## config.mk

```make
export PLATFORM = sky130hd
export DESIGN_NAME = shifter_arbiter_flat
export DESIGN_NICKNAME = d
export VERILOG_FILES = /design/src/rtl/shifter_arbiter_if.sv /design/src/rtl/shifter_arbiter.sv /design/src/flat_wrapper.sv
export SDC_FILE = /design/constraint.sdc
export NUM_CORES = 1
export LEC_CHECK = 0
export ABC_CLOCK_PERIOD_IN_PS = 2900
export CORE_AREA = 2 2 96 98
export CTS_BUF_LIST = sky130_fd_sc_hd__clkbuf_4
export CTS_CLUSTER_DIAMETER = 200
export DETAILED_ROUTE_END_ITERATION = 7
export DIE_AREA = 0 0 98 100
export GPL_ROUTABILITY_DRIVEN = 0
export PLACE_DENSITY = 0.83
export SLEW_MARGIN = 20
export SYNTH_ARGS = -nofsm -noshare
export SYNTH_HDL_FRONTEND = slang
export SYNTH_SLANG_ARGS = --single-unit
```

## constraint.sdc

```tcl
create_clock -name CLK -period 2.9 [get_ports CLK]
set_clock_uncertainty 0.2 [all_clocks]
set_input_delay 0.58 -clock CLK [delete_from_list [all_inputs] [get_ports CLK]]
set_output_delay 0.58 -clock CLK [all_outputs]
set_load 0.01 [all_outputs]
```

## src/rtl/shifter_arbiter_if.sv

```systemverilog
// shifter_arbiter_if
//   Bundles the two request channels, the shifter datapath link, the tagged
//   result channel and the status outputs of shifter_arbiter.
//   slave  : seen by the arbiter (requests/RES_READY/SH_D_OUT in, the rest out)
//   master : seen by the surrounding logic (the mirror image)
interface shifter_arbiter_if #(
    parameter int CNT_W = 16
);
    // Requester 0
    logic        REQ0_VALID;
    logic        REQ0_DIR;
    logic [4:0]  REQ0_AMT;
    logic [31:0] REQ0_DATA;
    logic        REQ0_READY;
    // Requester 1
    logic        REQ1_VALID;
    logic        REQ1_DIR;
    logic [4:0]  REQ1_AMT;
    logic [31:0] REQ1_DATA;
    logic        REQ1_READY;
    // Shifter datapath
    logic        SH_DIR;
    logic [4:0]  SH_AMT;
    logic [31:0] SH_D_IN;
    logic [31:0] SH_D_OUT;
    // Result channel
    logic        RES_VALID;
    logic        RES_ID;
    logic [31:0] RES_DATA;
    logic        RES_READY;
    // Status
    logic             BUSY;
    logic [CNT_W-1:0] OP_CNT;

    modport slave (
        input  REQ0_VALID, REQ0_DIR, REQ0_AMT, REQ0_DATA,
        input  REQ1_VALID, REQ1_DIR, REQ1_AMT, REQ1_DATA,
        output REQ0_READY, REQ1_READY,
        output SH_DIR, SH_AMT, SH_D_IN,
        input  SH_D_OUT,
        output RES_VALID, RES_ID, RES_DATA,
        input  RES_READY,
        output BUSY, OP_CNT
    );

    modport master (
        output REQ0_VALID, REQ0_DIR, REQ0_AMT, REQ0_DATA,
        output REQ1_VALID, REQ1_DIR, REQ1_AMT, REQ1_DATA,
        input  REQ0_READY, REQ1_READY,
        input  SH_DIR, SH_AMT, SH_D_IN,
        output SH_D_OUT,
        input  RES_VALID, RES_ID, RES_DATA,
        output RES_READY,
        input  BUSY, OP_CNT
    );
endinterface

```

## src/rtl/shifter_arbiter.sv

```systemverilog
// shifter_arbiter
//   Shares one external combinational 32-bit barrel shifter between two
//   requesters with round-robin priority. A granted operation is latched into
//   operand registers that drive the shifter, the result is registered one
//   cycle later and offered on a valid/ready channel tagged with the owner ID.
// Ports
//   CLK   : clock, all state changes on the rising edge
//   RST_N : synchronous active-low reset
//   bus   : shifter_arbiter_if.slave (requests, shifter link, result, status)
module shifter_arbiter #(
    parameter int CNT_W = 16
) (
    input  logic               CLK,
    input  logic               RST_N,
    shifter_arbiter_if.slave   bus
);

    typedef enum logic [1:0] {
        IDLE = 2'd0,
        EXEC = 2'd1,
        DONE = 2'd2
    } state_t;

    state_t           state_q, state_d;
    logic             dir_q, dir_d;
    logic [4:0]       amt_q, amt_d;
    logic [31:0]      data_q, data_d;
    logic             owner_q, owner_d;
    logic             last_q, last_d;
    logic             res_valid_q, res_valid_d;
    logic             res_id_q, res_id_d;
    logic [31:0]      res_data_q, res_data_d;
    logic [CNT_W-1:0] op_cnt_q, op_cnt_d;

    logic gnt_vld;
    logic gnt_id;

    // Grant only in IDLE. On a tie the requester that did not win last time
    // goes first; otherwise whichever one is asking.
    always_comb begin
        gnt_vld = (state_q == IDLE) && (bus.REQ0_VALID || bus.REQ1_VALID);
        if (bus.REQ0_VALID && bus.REQ1_VALID) gnt_id = ~last_q;
        else                                  gnt_id = bus.REQ1_VALID;
    end

    assign bus.REQ0_READY = gnt_vld && !gnt_id;
    assign bus.REQ1_READY = gnt_vld &&  gnt_id;

    // The shifter sees the operand registers directly, so its inputs are
    // stable for the whole EXEC cycle.
    assign bus.SH_DIR    = dir_q;
    assign bus.SH_AMT    = amt_q;
    assign bus.SH_D_IN   = data_q;

    assign bus.RES_VALID = res_valid_q;
    assign bus.RES_ID    = res_id_q;
    assign bus.RES_DATA  = res_data_q;
    assign bus.BUSY      = (state_q != IDLE);
    assign bus.OP_CNT    = op_cnt_q;

    always_comb begin
        state_d     = state_q;
        dir_d       = dir_q;
        amt_d       = amt_q;
        data_d      = data_q;
        owner_d     = owner_q;
        last_d      = last_q;
        res_valid_d = res_valid_q;
        res_id_d    = res_id_q;
        res_data_d  = res_data_q;
        op_cnt_d    = op_cnt_q;

        case (state_q)
            IDLE: begin
                if (gnt_vld) begin
                    dir_d   = gnt_id ? bus.REQ1_DIR  : bus.REQ0_DIR;
                    amt_d   = gnt_id ? bus.REQ1_AMT  : bus.REQ0_AMT;
                    data_d  = gnt_id ? bus.REQ1_DATA : bus.REQ0_DATA;
                    owner_d = gnt_id;
                    last_d  = gnt_id;
                    state_d = EXEC;
                end
            end
            EXEC: begin
                res_data_d  = bus.SH_D_OUT;
                res_id_d    = owner_q;
                res_valid_d = 1'b1;
                state_d     = DONE;
            end
            DONE: begin
                // Return to IDLE on the handshake; the next grant is made
                // from IDLE, never in the handshake cycle itself.
                if (bus.RES_READY) begin
                    res_valid_d = 1'b0;
                    op_cnt_d    = op_cnt_q + 1'b1;
                    state_d     = IDLE;
                end
            end
            default: state_d = IDLE;
        endcase
    end

    always_ff @(posedge CLK) begin
        if (!RST_N) begin
            state_q     <= IDLE;
            dir_q       <= 1'b0;
            amt_q       <= '0;
            data_q      <= '0;
            owner_q     <= 1'b0;
            last_q      <= 1'b1;  // REQ0 wins the first tie
            res_valid_q <= 1'b0;
            res_id_q    <= 1'b0;
            res_data_q  <= '0;
            op_cnt_q    <= '0;
        end else begin
            state_q     <= state_d;
            dir_q       <= dir_d;
            amt_q       <= amt_d;
            data_q      <= data_d;
            owner_q     <= owner_d;
            last_q      <= last_d;
            res_valid_q <= res_valid_d;
            res_id_q    <= res_id_d;
            res_data_q  <= res_data_d;
            op_cnt_q    <= op_cnt_d;
        end
    end

endmodule

```

## src/flat_wrapper.sv

```systemverilog
// flat-port wrapper written by rule: the top's interface ports become plain ports
module shifter_arbiter_flat 
#(
    parameter int CNT_W = 16
)
  (CLK, RST_N, bus_REQ0_VALID, bus_REQ0_DIR, bus_REQ0_AMT, bus_REQ0_DATA, bus_REQ1_VALID, bus_REQ1_DIR, bus_REQ1_AMT, bus_REQ1_DATA, bus_REQ0_READY, bus_REQ1_READY, bus_SH_DIR, bus_SH_AMT, bus_SH_D_IN, bus_SH_D_OUT, bus_RES_VALID, bus_RES_ID, bus_RES_DATA, bus_RES_READY, bus_BUSY, bus_OP_CNT);
  shifter_arbiter_if #(.CNT_W(CNT_W)) bus_i ();
  input  logic CLK;
  input  logic RST_N;
  input wire logic [$bits(bus_i.REQ0_VALID)-1:0] bus_REQ0_VALID;
  input wire logic [$bits(bus_i.REQ0_DIR)-1:0] bus_REQ0_DIR;
  input wire logic [$bits(bus_i.REQ0_AMT)-1:0] bus_REQ0_AMT;
  input wire logic [$bits(bus_i.REQ0_DATA)-1:0] bus_REQ0_DATA;
  input wire logic [$bits(bus_i.REQ1_VALID)-1:0] bus_REQ1_VALID;
  input wire logic [$bits(bus_i.REQ1_DIR)-1:0] bus_REQ1_DIR;
  input wire logic [$bits(bus_i.REQ1_AMT)-1:0] bus_REQ1_AMT;
  input wire logic [$bits(bus_i.REQ1_DATA)-1:0] bus_REQ1_DATA;
  output wire logic [$bits(bus_i.REQ0_READY)-1:0] bus_REQ0_READY;
  output wire logic [$bits(bus_i.REQ1_READY)-1:0] bus_REQ1_READY;
  output wire logic [$bits(bus_i.SH_DIR)-1:0] bus_SH_DIR;
  output wire logic [$bits(bus_i.SH_AMT)-1:0] bus_SH_AMT;
  output wire logic [$bits(bus_i.SH_D_IN)-1:0] bus_SH_D_IN;
  input wire logic [$bits(bus_i.SH_D_OUT)-1:0] bus_SH_D_OUT;
  output wire logic [$bits(bus_i.RES_VALID)-1:0] bus_RES_VALID;
  output wire logic [$bits(bus_i.RES_ID)-1:0] bus_RES_ID;
  output wire logic [$bits(bus_i.RES_DATA)-1:0] bus_RES_DATA;
  input wire logic [$bits(bus_i.RES_READY)-1:0] bus_RES_READY;
  output wire logic [$bits(bus_i.BUSY)-1:0] bus_BUSY;
  output wire logic [$bits(bus_i.OP_CNT)-1:0] bus_OP_CNT;
  assign bus_i.REQ0_VALID = bus_REQ0_VALID;
  assign bus_i.REQ0_DIR = bus_REQ0_DIR;
  assign bus_i.REQ0_AMT = bus_REQ0_AMT;
  assign bus_i.REQ0_DATA = bus_REQ0_DATA;
  assign bus_i.REQ1_VALID = bus_REQ1_VALID;
  assign bus_i.REQ1_DIR = bus_REQ1_DIR;
  assign bus_i.REQ1_AMT = bus_REQ1_AMT;
  assign bus_i.REQ1_DATA = bus_REQ1_DATA;
  assign bus_REQ0_READY = bus_i.REQ0_READY;
  assign bus_REQ1_READY = bus_i.REQ1_READY;
  assign bus_SH_DIR = bus_i.SH_DIR;
  assign bus_SH_AMT = bus_i.SH_AMT;
  assign bus_SH_D_IN = bus_i.SH_D_IN;
  assign bus_i.SH_D_OUT = bus_SH_D_OUT;
  assign bus_RES_VALID = bus_i.RES_VALID;
  assign bus_RES_ID = bus_i.RES_ID;
  assign bus_RES_DATA = bus_i.RES_DATA;
  assign bus_i.RES_READY = bus_RES_READY;
  assign bus_BUSY = bus_i.BUSY;
  assign bus_OP_CNT = bus_i.OP_CNT;
  shifter_arbiter #(.CNT_W(CNT_W)) u_core (.CLK(CLK), .RST_N(RST_N), .bus(bus_i));
endmodule
```

==> flow_metrics.py, run 1 <==
metrics = {
    "yosys": {
        "syn_inst": 383,
        "synth_edf_count": 0,
        "ys_seq_area_share_pct": 54.2,
        "syn_area_mm2": 0.00340,
        "ys_ff_latch": 92,
        "synth-main-ff-cell": "dfxtp_1",
        "synthTopCellsByArea": "dfxtp_1, a222oi_1, nand2_1",
        "syn_avg_cell_area_um2": 8.88,
        "synth_area_leader_cell": "dfxtp_1",
        "mappedNetlistNets": 497,
        "yosysWarnings": 0,
        "synth_cell_types": 30,
        "netlist.area_leader.share_pct": 54.2,
        "ys_async_sr_fraction_pct": 0,
    },
    "pwr": {
        "power_density_mw_per_mm2": 472,
        "irDropWorstVdd_mv": 0.236,
        "p_leak_nw": 2.05,
    },
    "grt": {
        "grt_pass1_wl_um": 16300,
        "gr-usage-met3_pct": 6.41,
        "grtUsageTotal_pct": 20.1,
        "grt_max_degree": 51,
        "top_usage_layer": "met2",
        "use_met1_pct": 22.7,
        "grt_antenna_before_repair": 0,
        "grt_use_met2_pct": 34.4,
        "grt_overflow": 0,
        "grt_pass1_vias": 3480,
    },
    "timing": {
        "timing.fmax_mhz": 378,
        "period_share_pct": 91.3,
        "hold_slack_ns": 0.263,
        "worst_slack_ns": 0.252,
        "drv_slew": 0,
        "rsz0062_at_grt": "no",
        "timing.final.hold_violations": 0,
        "setup-tns-final_ns": 0,
        "fin_crit_ns": 2.65,
        "worst_slew_pin_slew_ns": 0.633,
        "maxSlewHeadroom_pct": 57.8,
        "setup_viol": 0,
    },
    "floorplan": {
        "rows": 35,
        "core_mm2": 0.00889,
        "start_util_pct": 38.3,
        "die_h_um": 100,
        "die_area_mm2": 0.00980,
        "ios": 204,
        "die_x_um": 98,
    },
    "drt": {
        "dr.pass1.iters": 7,
        "drcViolationCount": 0,
        "wirelength_um": 10400,
        "vias_per_cell": 5.23,
        "wl_per_cell_um": 15.1,
        "drt_iter0_drc": 288,
        "vias": 3606,
        "ant_nets": 0,
    },
    "setup_path": {
        "crit_buf_inv": 1,
        "cp_data_required_time_ns": 2.12,
        "slowest_stage": "clkdlybuf4s50_1",
        "crit_family": "buffers and inverters",
        "slowest_delay_ns": 0.55,
        "worst_setup_path_start_kind": "register",
        "crit_fanout": 6,
        "cp_cell_sequence": "nor2_1, and3_1, clkdlybuf4s50_1",
        "arrival_ns": 1.87,
        "critPathCaptureType": "primary output",
        "path_class": "register to primary output",
    },
    "job": {
        "drv_cap": 0,
    },
    "clock_network": {
        "htree_levels": 3,
        "cts.reportedPaths.clkPinSlew_ns": 0.14,
        "cts_max_path_buffers": 2,
        "cts-resized-gates": 0,
        "clk_latency_ns": 0.41,
        "cts.sinks": 92,
        "cts_root_buf": "clkbuf_4",
        "cts_buffers": 9,
        "hold_buffers": 0,
        "postCtsSetupBuffers": 0,
        "cts_tree": "done",
    },
    "finish": {
        "multi_input_area_mm2": 0.00143,
        "layout_common_cells": "clkdlybuf4s50_1, dfxtp_1, nand2_1, nor2_1, a21oi_1",
        "regArea_mm2": 0.00184,
        "drive_above_1_share_pct": 5.02,
        "area.growth.synth_to_final_pct": 65.6,
        "fillers": 735,
        "antenna_cells": 0,
        "final_common_cell": "clkdlybuf4s50_1",
        "nNetsFinal": 687,
    },
    "worst_hold_path": {
        "hold_class": "register to register",
    },
    "place": {
        "pre_cts_ws_ns": 0.251,
        "dp_hpwl_um": 7500,
        "io_buffer_count": 203,
    },
    "status": {
        "outcome": "completed",
    },
}
-- per-layer routing --
layer  wire, um  part of all wire, %
met4        242                  2.3
met5          0                    0
met1       4120                   39
met2       5100                   49
met3        966                  9.3
-- tightest hold or removal path: stages (launching register included) --
cell and delay, ns:
dfxtp_1 0.34, nand2_1 0.05, a21oi_1 0.05
-- logic make-up after synthesis --
kind of cell               share of synthesized area (%)
xor gates and xnor gates                            2.06
and+or+nand+nor                                     20.2
buffers and inverters                               4.05
DFF                                                 54.2
AOI/OAI and AO/OA                                   18.8
muxes                                              0.294
adders and majority gates                          0.368
-- final timing paths --
check / startpoint / endpoint / cells after the start / slack, ns
hold reg to reg: u_core.bus.RES_DATA[3] / u_core.bus.RES_DATA[3] / 2 / 0.26
setup reg to reg: u_core.state_q[1] / u_core.bus.SH_AMT[3] / 5 / 1.05
hold / removal: u_core.bus.RES_DATA[3] / u_core.bus.RES_DATA[3] / 2 / 0.26
setup / recovery: u_core.state_q[1] / bus_REQ0_READY / 3 / 0.25
-- final cells by class --
cell class / instances / area share, %
inverters: 2 / 0.133
clock inverters: 6 / 0.711
flip-flops and latches: 92 / 32.7
multi-input cells: 256 / 25.4
repair buffers: 212 / 37.3
clock buffers: 10 / 1.33
well taps: 111 / 2.47
-- synth_stat cells (2+ instances only) --
master,count
a222oi_1,38
nand4_1,3
or4_1,2
and3_1,5
o21ai_0,6
nor2_1,51
or3_1,5
buf_2,5
xor2_1,7
dfxtp_1,92
clkbuf_1,28
nand2_1,76
a21oi_1,42
nand3_1,6
nand2b_1,2
-- power breakdown --
part           internal (W)  switching (W)
clock network      0.000185       0.000423
registers           0.00135      0.0000507
logic              0.000374       0.000270
-- stage by stage --
step                      std cells  instance area, um2  util [%]  power, W
final                           689                5630      63.3   0.00266
after global routing            689                5630      63.3   0.00280
after global placement          673                5520      62.0   0.00206
after CTS                       689                5630      63.3   0.00269
after detailed placement        673                5520      62.0   0.00208
after floorplan                 383                3400         -   0.00169
-- registers in the layout (all words and copies together) (netlist names) --
register / cells
u_core.bus.SH_D_IN: 32
u_core.bus.OP_CNT: 16
u_core.last_q: 1
u_core.bus.RES_VALID: 1
u_core.bus.RES_DATA: 32
u_core.bus.SH_DIR: 1
u_core.bus.RES_ID: 1
u_core.state_q: 2
u_core.bus.SH_AMT: 5
u_core.owner_q: 1
(Power assumes the default switching activity.)
==> run 2: changes to the inputs <==
--- a/config.mk
+++ b/config.mk
@@ -5,14 +5,14 @@
 export SDC_FILE = /design/constraint.sdc
 export NUM_CORES = 1
 export LEC_CHECK = 0
-export ABC_CLOCK_PERIOD_IN_PS = 2900
-export CORE_AREA = 2 2 96 98
+export ABC_CLOCK_PERIOD_IN_PS = 2300
+export CORE_AREA = 8 8 108 110
 export CTS_BUF_LIST = sky130_fd_sc_hd__clkbuf_4
 export CTS_CLUSTER_DIAMETER = 200
 export DETAILED_ROUTE_END_ITERATION = 7
-export DIE_AREA = 0 0 98 100
+export DIE_AREA = 0 0 116 118
 export GPL_ROUTABILITY_DRIVEN = 0
-export PLACE_DENSITY = 0.83
+export PLACE_DENSITY = 0.78
 export SLEW_MARGIN = 20
 export SYNTH_ARGS = -nofsm -noshare
 export SYNTH_HDL_FRONTEND = slang
==> constraint.sdc (replaced) <==
create_clock -name CLK -period 2.3 [get_ports CLK]
set_clock_uncertainty 0.2 [all_clocks]
set_input_delay 0.46 -clock CLK [delete_from_list [all_inputs] [get_ports CLK]]
set_output_delay 0.46 -clock CLK [all_outputs]
set_load 0.01 [all_outputs]
==> run 2 against run 1 <==
Setup slack worse by 0.14 ns. Cell count up 4.1%. Non-clock buffer count up 3. Largest cell class unchanged. Flip-flop and latch count unchanged. Sequential power up 26%. Cell area up 1.7%. Clock power up 48%. Core utilization down 6.1 points. Global-route usage down 2.3 points. Hold slack about the same. Highest routed layer unchanged.
==> flow_metrics.py, run 2 (synthesis gave the netlist of run 1 again) <==
metrics = {
    "drt": {
        "dr.pass1.iters": 6,
        "wirelength_um": 12400,
        "drt_iter0_drc": 320,
        "vias": 3619,
        "wl_per_cell_um": 17.2,
        "drcViolationCount": 0,
        "vias_per_cell": 5.05,
        "ant_nets": 0,
    },
    "setup_path": {
        "slowest_stage": "clkdlybuf4s50_1",
        "critPathCaptureType": "primary output",
        "worst_setup_path_start_kind": "primary input",
        "path_class": "primary input to primary output",
        "slowest_delay_ns": 0.50,
        "cp_cell_sequence": "clkdlybuf4s50_1, nand2_1, and3_1, dlygate4sd2_1",
        "reg2regPathDepth": 4,
        "cp_data_required_time_ns": 1.64,
        "crit_fanout": 3,
        "arrival_ns": 1.52,
        "reg2reg_from": "u_core.bus.OP_CNT[3]",
        "ff2ff_setup_slack_ns": 0.50,
        "reg2reg_to": "u_core.bus.OP_CNT[12]",
    },
    "finish": {
        "nNetsFinal": 690,
        "layout_common_cells": "clkdlybuf4s50_1, dfxtp_1, nand2_1, nor2_1, a21oi_1",
        "antenna_cells": 0,
        "final_common_cell": "clkdlybuf4s50_1",
        "area.growth.synth_to_final_pct": 68.4,
        "drive_above_1_share_pct": 6.37,
        "final_cell_area_mm2": 0.00573,
    },
    "clock_network": {
        "cts_buffers": 9,
        "cts_root_buf": "clkbuf_4",
        "htree_levels": 3,
        "clk_latency_ns": 0.42,
        "hold_buffers": 0,
        "cts.sinks": 92,
        "cts_max_path_buffers": 2,
        "cts.reportedPaths.clkPinSlew_ns": 0.14,
        "cts_tree": "done",
    },
    "grt": {
        "grt_max_degree": 41,
        "grt_use_met2_pct": 29.5,
        "use_met1_pct": 19.4,
        "top_usage_layer": "met2",
        "grt_antenna_before_repair": 0,
        "grt_pass1_vias": 3809,
        "grt_overflow": 0,
        "gr-usage-met3_pct": 8.00,
        "grtUsageTotal_pct": 17.8,
        "grt_pass1_wl_um": 19700,
    },
    "timing": {
        "maxSlewHeadroom_pct": 70.9,
        "timing.final.hold_violations": 0,
        "timing.fmax_mhz": 458,
        "worst_slew_pin_slew_ns": 0.437,
        "fin_crit_ns": 2.18,
        "period_share_pct": 95.0,
        "setup_viol": 0,
        "drv_slew": 0,
        "hold_slack_ns": 0.263,
        "rsz0062_at_grt": "no",
    },
    "pwr": {
        "p_leak_nw": 2.10,
        "power_density_mw_per_mm2": 612,
        "irDropWorstVdd_mv": 0.280,
    },
    "floorplan": {
        "start_util_pct": 34.0,
        "die_x_um": 116,
        "die_area_mm2": 0.0137,
        "core_mm2": 0.0100,
        "ios": 204,
        "die_h_um": 118,
        "rows": 37,
    },
    "worst_hold_path": {
        "hold_end": "u_core.bus.RES_DATA[27]",
        "hp-start": "u_core.bus.RES_DATA[27]",
        "hold_class": "register to register",
        "holdPathStages": 2,
    },
    "status": {
        "outcome": "completed",
    },
    "place": {
        "dp_hpwl_um": 9240,
        "io_buffer_count": 203,
        "dpl_cell_area_mm2": 0.00557,
    },
    "job": {
        "drv_cap": 0,
    },
}
==> run 2: cell types whose count changed in the layout (fill, tap and decap cells not counted), moves of 2 or more <==
cell	previous run	this run
dfxtp_4	0	2
clkdlybuf4s50_1	203	199
clkinv_2	0	2
clkinv_1	2	0
buf_4	9	12
dlygate4sd2_1	0	4
dfxtp_1	92	90
==> run 2: worst max-delay path by stage <==
stage          slack [ns]                    end                  from
6_report             0.12         bus_REQ1_READY        bus_REQ0_VALID
5_1_grt              0.02          bus_OP_CNT[7]  u_core.bus.OP_CNT[7]
4_1_cts              0.07          bus_OP_CNT[7]  u_core.bus.OP_CNT[7]
3_5_place_dp        -0.18         bus_REQ1_READY        bus_REQ1_VALID
3_3_place_gp        -0.17         bus_REQ1_READY        bus_REQ1_VALID
2_1_floorplan        0.56  u_core.bus.OP_CNT[12]  u_core.bus.OP_CNT[3]
==> run 2: final cells by class <==
type | instances | area, um2
Clock buffer | 9 | 67.6
Clock inverter | 7 | 72.6
Fill cell | 896 | 4270
Inverter | 2 | 7.51
Multi-Input combinational cell | 256 | 1440
Sequential cell | 92 | 1850
Tap cell | 136 | 170
Timing Repair Buffer | 215 | 2120
==> run 2: routing by layer <==
layer / wire length, um / part of all wire, % / vias up
li1: - / - / 1754
met1: 4790 / 39 / 1682
met2: 5990 / 49 / 165
met3: 1330 / 11 / 18
met4: 235 / 1.9 / 0
met5: 0 / 0 / -
==> run 2: report_power, final <==
part / switching, W / leakage [nW] / internal (W)
Sequential: 0.0000652 / 0.754 / 0.00171
Combinational: 0.000361 / 1.27 / 0.000475
Clock: 0.000564 / 0.0727 / 0.000336
==> run 2: metrics by stage <==
step / utilization (%) / instances / total power (W) / setup WS (ns) / setup TNS (ns)
floorplan: - / 383 / 0.00213 / 0.564 / 0
global placement: 55.7 / 700 / 0.00261 / -0.175 / -1.30
detailed placement: 55.7 / 700 / 0.00264 / -0.182 / -2.03
CTS: 57.3 / 717 / 0.00356 / 0.0730 / 0
global route: 57.3 / 717 / 0.00369 / 0.0206 / 0
finish: 57.3 / 717 / 0.00351 / 0.116 / 0
==> run 2: worst max-delay path, delay by kind of cell <==
family / cells / cell delay (ns)
and+or+nand+nor: 2 / 0.27
buffers and inverters: 2 / 0.79
==> run 2: what timing repair did <==
item                                    4_1_cts  5_1_grt
setup buffers                                 1        0
endpoints found under the setup margin        3        0
resized for setup                            10        0
==> run 3: changes to the inputs <==
--- a/config.mk
+++ b/config.mk
@@ -5,14 +5,15 @@
 export SDC_FILE = /design/constraint.sdc
 export NUM_CORES = 1
 export LEC_CHECK = 0
+export ABC_AREA = 0
 export ABC_CLOCK_PERIOD_IN_PS = 2300
-export CORE_AREA = 8 8 108 110
+export CORE_AREA = 8 8 116 118
 export CTS_BUF_LIST = sky130_fd_sc_hd__clkbuf_4
 export CTS_CLUSTER_DIAMETER = 200
 export DETAILED_ROUTE_END_ITERATION = 7
-export DIE_AREA = 0 0 116 118
+export DIE_AREA = 0 0 124 126
 export GPL_ROUTABILITY_DRIVEN = 0
-export PLACE_DENSITY = 0.78
+export PLACE_DENSITY = 0.68
 export SLEW_MARGIN = 20
 export SYNTH_ARGS = -nofsm -noshare
 export SYNTH_HDL_FRONTEND = slang
==> run 3 against run 2 <==
Register-to-register slack about the same. Setup slack gained 0.013 ns. Largest power group unchanged. Critical endpoint is now bus_REQ0_READY. Maximum frequency grew 0.58%. Critical path depth stayed put. Cell area increased by 0.26%. Clock-buffer cell count up 1. Clock power decreased by 4.1%. Global-route usage is 2.6 points lower. Power fell by 0.96%. Sequential power hardly changed.
==> flow_metrics.py, run 3 (synthesis gave the netlist of run 1 again) <==
metrics = {
    "status": {
        "outcome": "completed",
    },
    "clock_network": {
        "clk_latency_ns": 0.41,
        "htree_levels": 3,
        "cts_root_buf": "clkbuf_4",
        "cts_tree": "done",
        "hold_buffers": 0,
        "cts.sinks": 92,
        "cts_max_path_buffers": 2,
        "cts.reportedPaths.clkPinSlew_ns": 0.13,
        "cts_buffers": 9,
    },
    "setup_path": {
        "arrival_ns": 1.51,
        "critPathCaptureType": "primary output",
        "path_class": "primary input to primary output",
        "slowest_delay_ns": 0.52,
        "cp_data_required_time_ns": 1.64,
        "crit_fanout": 3,
        "startpoint": "bus_REQ1_VALID",
        "reg2reg_from": "u_core.bus.OP_CNT[3]",
        "cp_cell_sequence": "clkdlybuf4s50_1, nand2b_1, and3_1, dlygate4sd2_1",
        "slowest_stage": "clkdlybuf4s50_1",
        "worst_setup_path_start_kind": "primary input",
    },
    "drt": {
        "dr.pass1.iters": 8,
        "wirelength_um": 12300,
        "vias": 3646,
        "ant_nets": 0,
        "drcViolationCount": 0,
        "wl_per_cell_um": 16.9,
        "drt_iter0_drc": 337,
        "vias_per_cell": 5.00,
    },
    "floorplan": {
        "start_util_pct": 29.0,
        "core_mm2": 0.0117,
        "die_x_um": 124,
        "ios": 204,
        "die_area_mm2": 0.0156,
        "rows": 40,
        "die_h_um": 126,
    },
    "finish": {
        "drive_above_1_share_pct": 6.19,
        "final_core_util_pct": 49.0,
        "regArea_mm2": 0.00184,
        "final_cell_area_mm2": 0.00574,
        "layout_common_cells": "clkdlybuf4s50_1, dfxtp_1, nand2_1, nor2_1, a21oi_1",
        "nNetsFinal": 691,
        "fillers": 1137,
        "area.growth.synth_to_final_pct": 68.8,
        "final_common_cell": "clkdlybuf4s50_1",
        "multi_input_area_mm2": 0.00144,
        "antenna_cells": 0,
    },
    "timing": {
        "timing.fmax_mhz": 460,
        "rsz0062_at_grt": "no",
        "maxSlewHeadroom_pct": 70.5,
        "timing.final.hold_violations": 0,
        "worst_slack_ns": 0.128,
        "fin_crit_ns": 2.17,
        "drv_slew": 0,
        "period_share_pct": 94.4,
        "setup_viol": 0,
        "setup-tns-final_ns": 0,
        "worst_slew_pin_slew_ns": 0.443,
    },
    "grt": {
        "grt_antenna_before_repair": 0,
        "grt_pass1_vias": 3744,
        "grt_pass1_wl_um": 19100,
        "grtUsageTotal_pct": 15.2,
        "grt_max_degree": 41,
        "grt_overflow": 0,
    },
    "place": {
        "io_buffer_count": 203,
        "pre_cts_ws_ns": -0.106,
        "dpl_cell_area_mm2": 0.00561,
        "dp_hpwl_um": 8980,
    },
    "worst_hold_path": {
        "hp-start": "u_core.bus.RES_DATA[27]",
        "hold_class": "register to register",
    },
    "pwr": {
        "power_density_mw_per_mm2": 605,
        "irDropWorstVdd_mv": 0.255,
        "p_leak_nw": 2.10,
    },
    "job": {
        "drv_cap": 0,
    },
}
-- run 3: cell count changes in the layout (fill, tap and decap cells not counted), sizes merged --
| cell | previous run | this run |
|---|---|---|
| buf | 12 | 13 |
| inv | 4 | 2 |
| clkinv | 2 | 4 |
| clkbuf | 9 | 10 |
| clkdlybuf4s50 | 199 | 200 |
| clkinvlp | 2 | 1 |
| dlygate4sd2 | 4 | 3 |
-- run 3: where the power goes --
part | total (W) | internal, W | leakage [nW] | switching, W
clock | 0.000863 | 0.000334 | 0.0712 | 0.000529
sequential | 0.00177 | 0.00171 | 0.753 | 0.0000632
combinational | 0.000840 | 0.000482 | 1.28 | 0.000358
total | 0.00347 | 0.00252 | 2.10 | 0.000951
-- run 3: metrics by stage --
| step | power [W] | instances | hold slack (ns) |
|---|---|---|---|
| floorplan | 0.00213 | 383 | 0.232 |
| global placement | 0.00264 | 713 | 0.241 |
| detailed placement | 0.00265 | 713 | 0.246 |
| CTS | 0.00353 | 729 | 0.265 |
| global route | 0.00366 | 729 | 0.283 |
| finish | 0.00347 | 729 | 0.263 |
-- run 3: final cells by class --
cell class | instances | area share [%]
inverters | 2 | 0.131
flip-flops and latches | 92 | 32.1
clock buffers | 10 | 1.31
well taps | 147 | 3.20
repair buffers | 216 | 37.2
multi-input cells | 256 | 25.0
clock inverters | 6 | 0.959
-- run 3: worst paths after layout --
kind                                           endpoint  slack (ns)  depth (start not counted)
worst max-delay path                     bus_REQ0_READY        0.13                          4
worst min-delay path            u_core.bus.RES_DATA[27]        0.26                          2
worst max register to register    u_core.bus.OP_CNT[12]        0.49                          4
worst min register to register  u_core.bus.RES_DATA[27]        0.26                          2
-- run 3: what timing repair did --
action,CTS,global route
resized for setup,6,0
buffers inserted,0,0
setup endpoints to repair,3,0
-- run 3: critical path: cells and delay by family --
family	cells	cell delay (ns)
buf+inv	2	0.81
simple gates	2	0.24
-- run 3: per-layer routing --
layer	wire length (um)	part of all wire (%)	track usage, %	vias up
li1	-	-	-	1762
met1	4960	40	17.5	1703
met2	5750	47	24.5	164
met3	1310	11	6.03	17
met4	258	2.1	6.37	0
met5	0	0	0	-
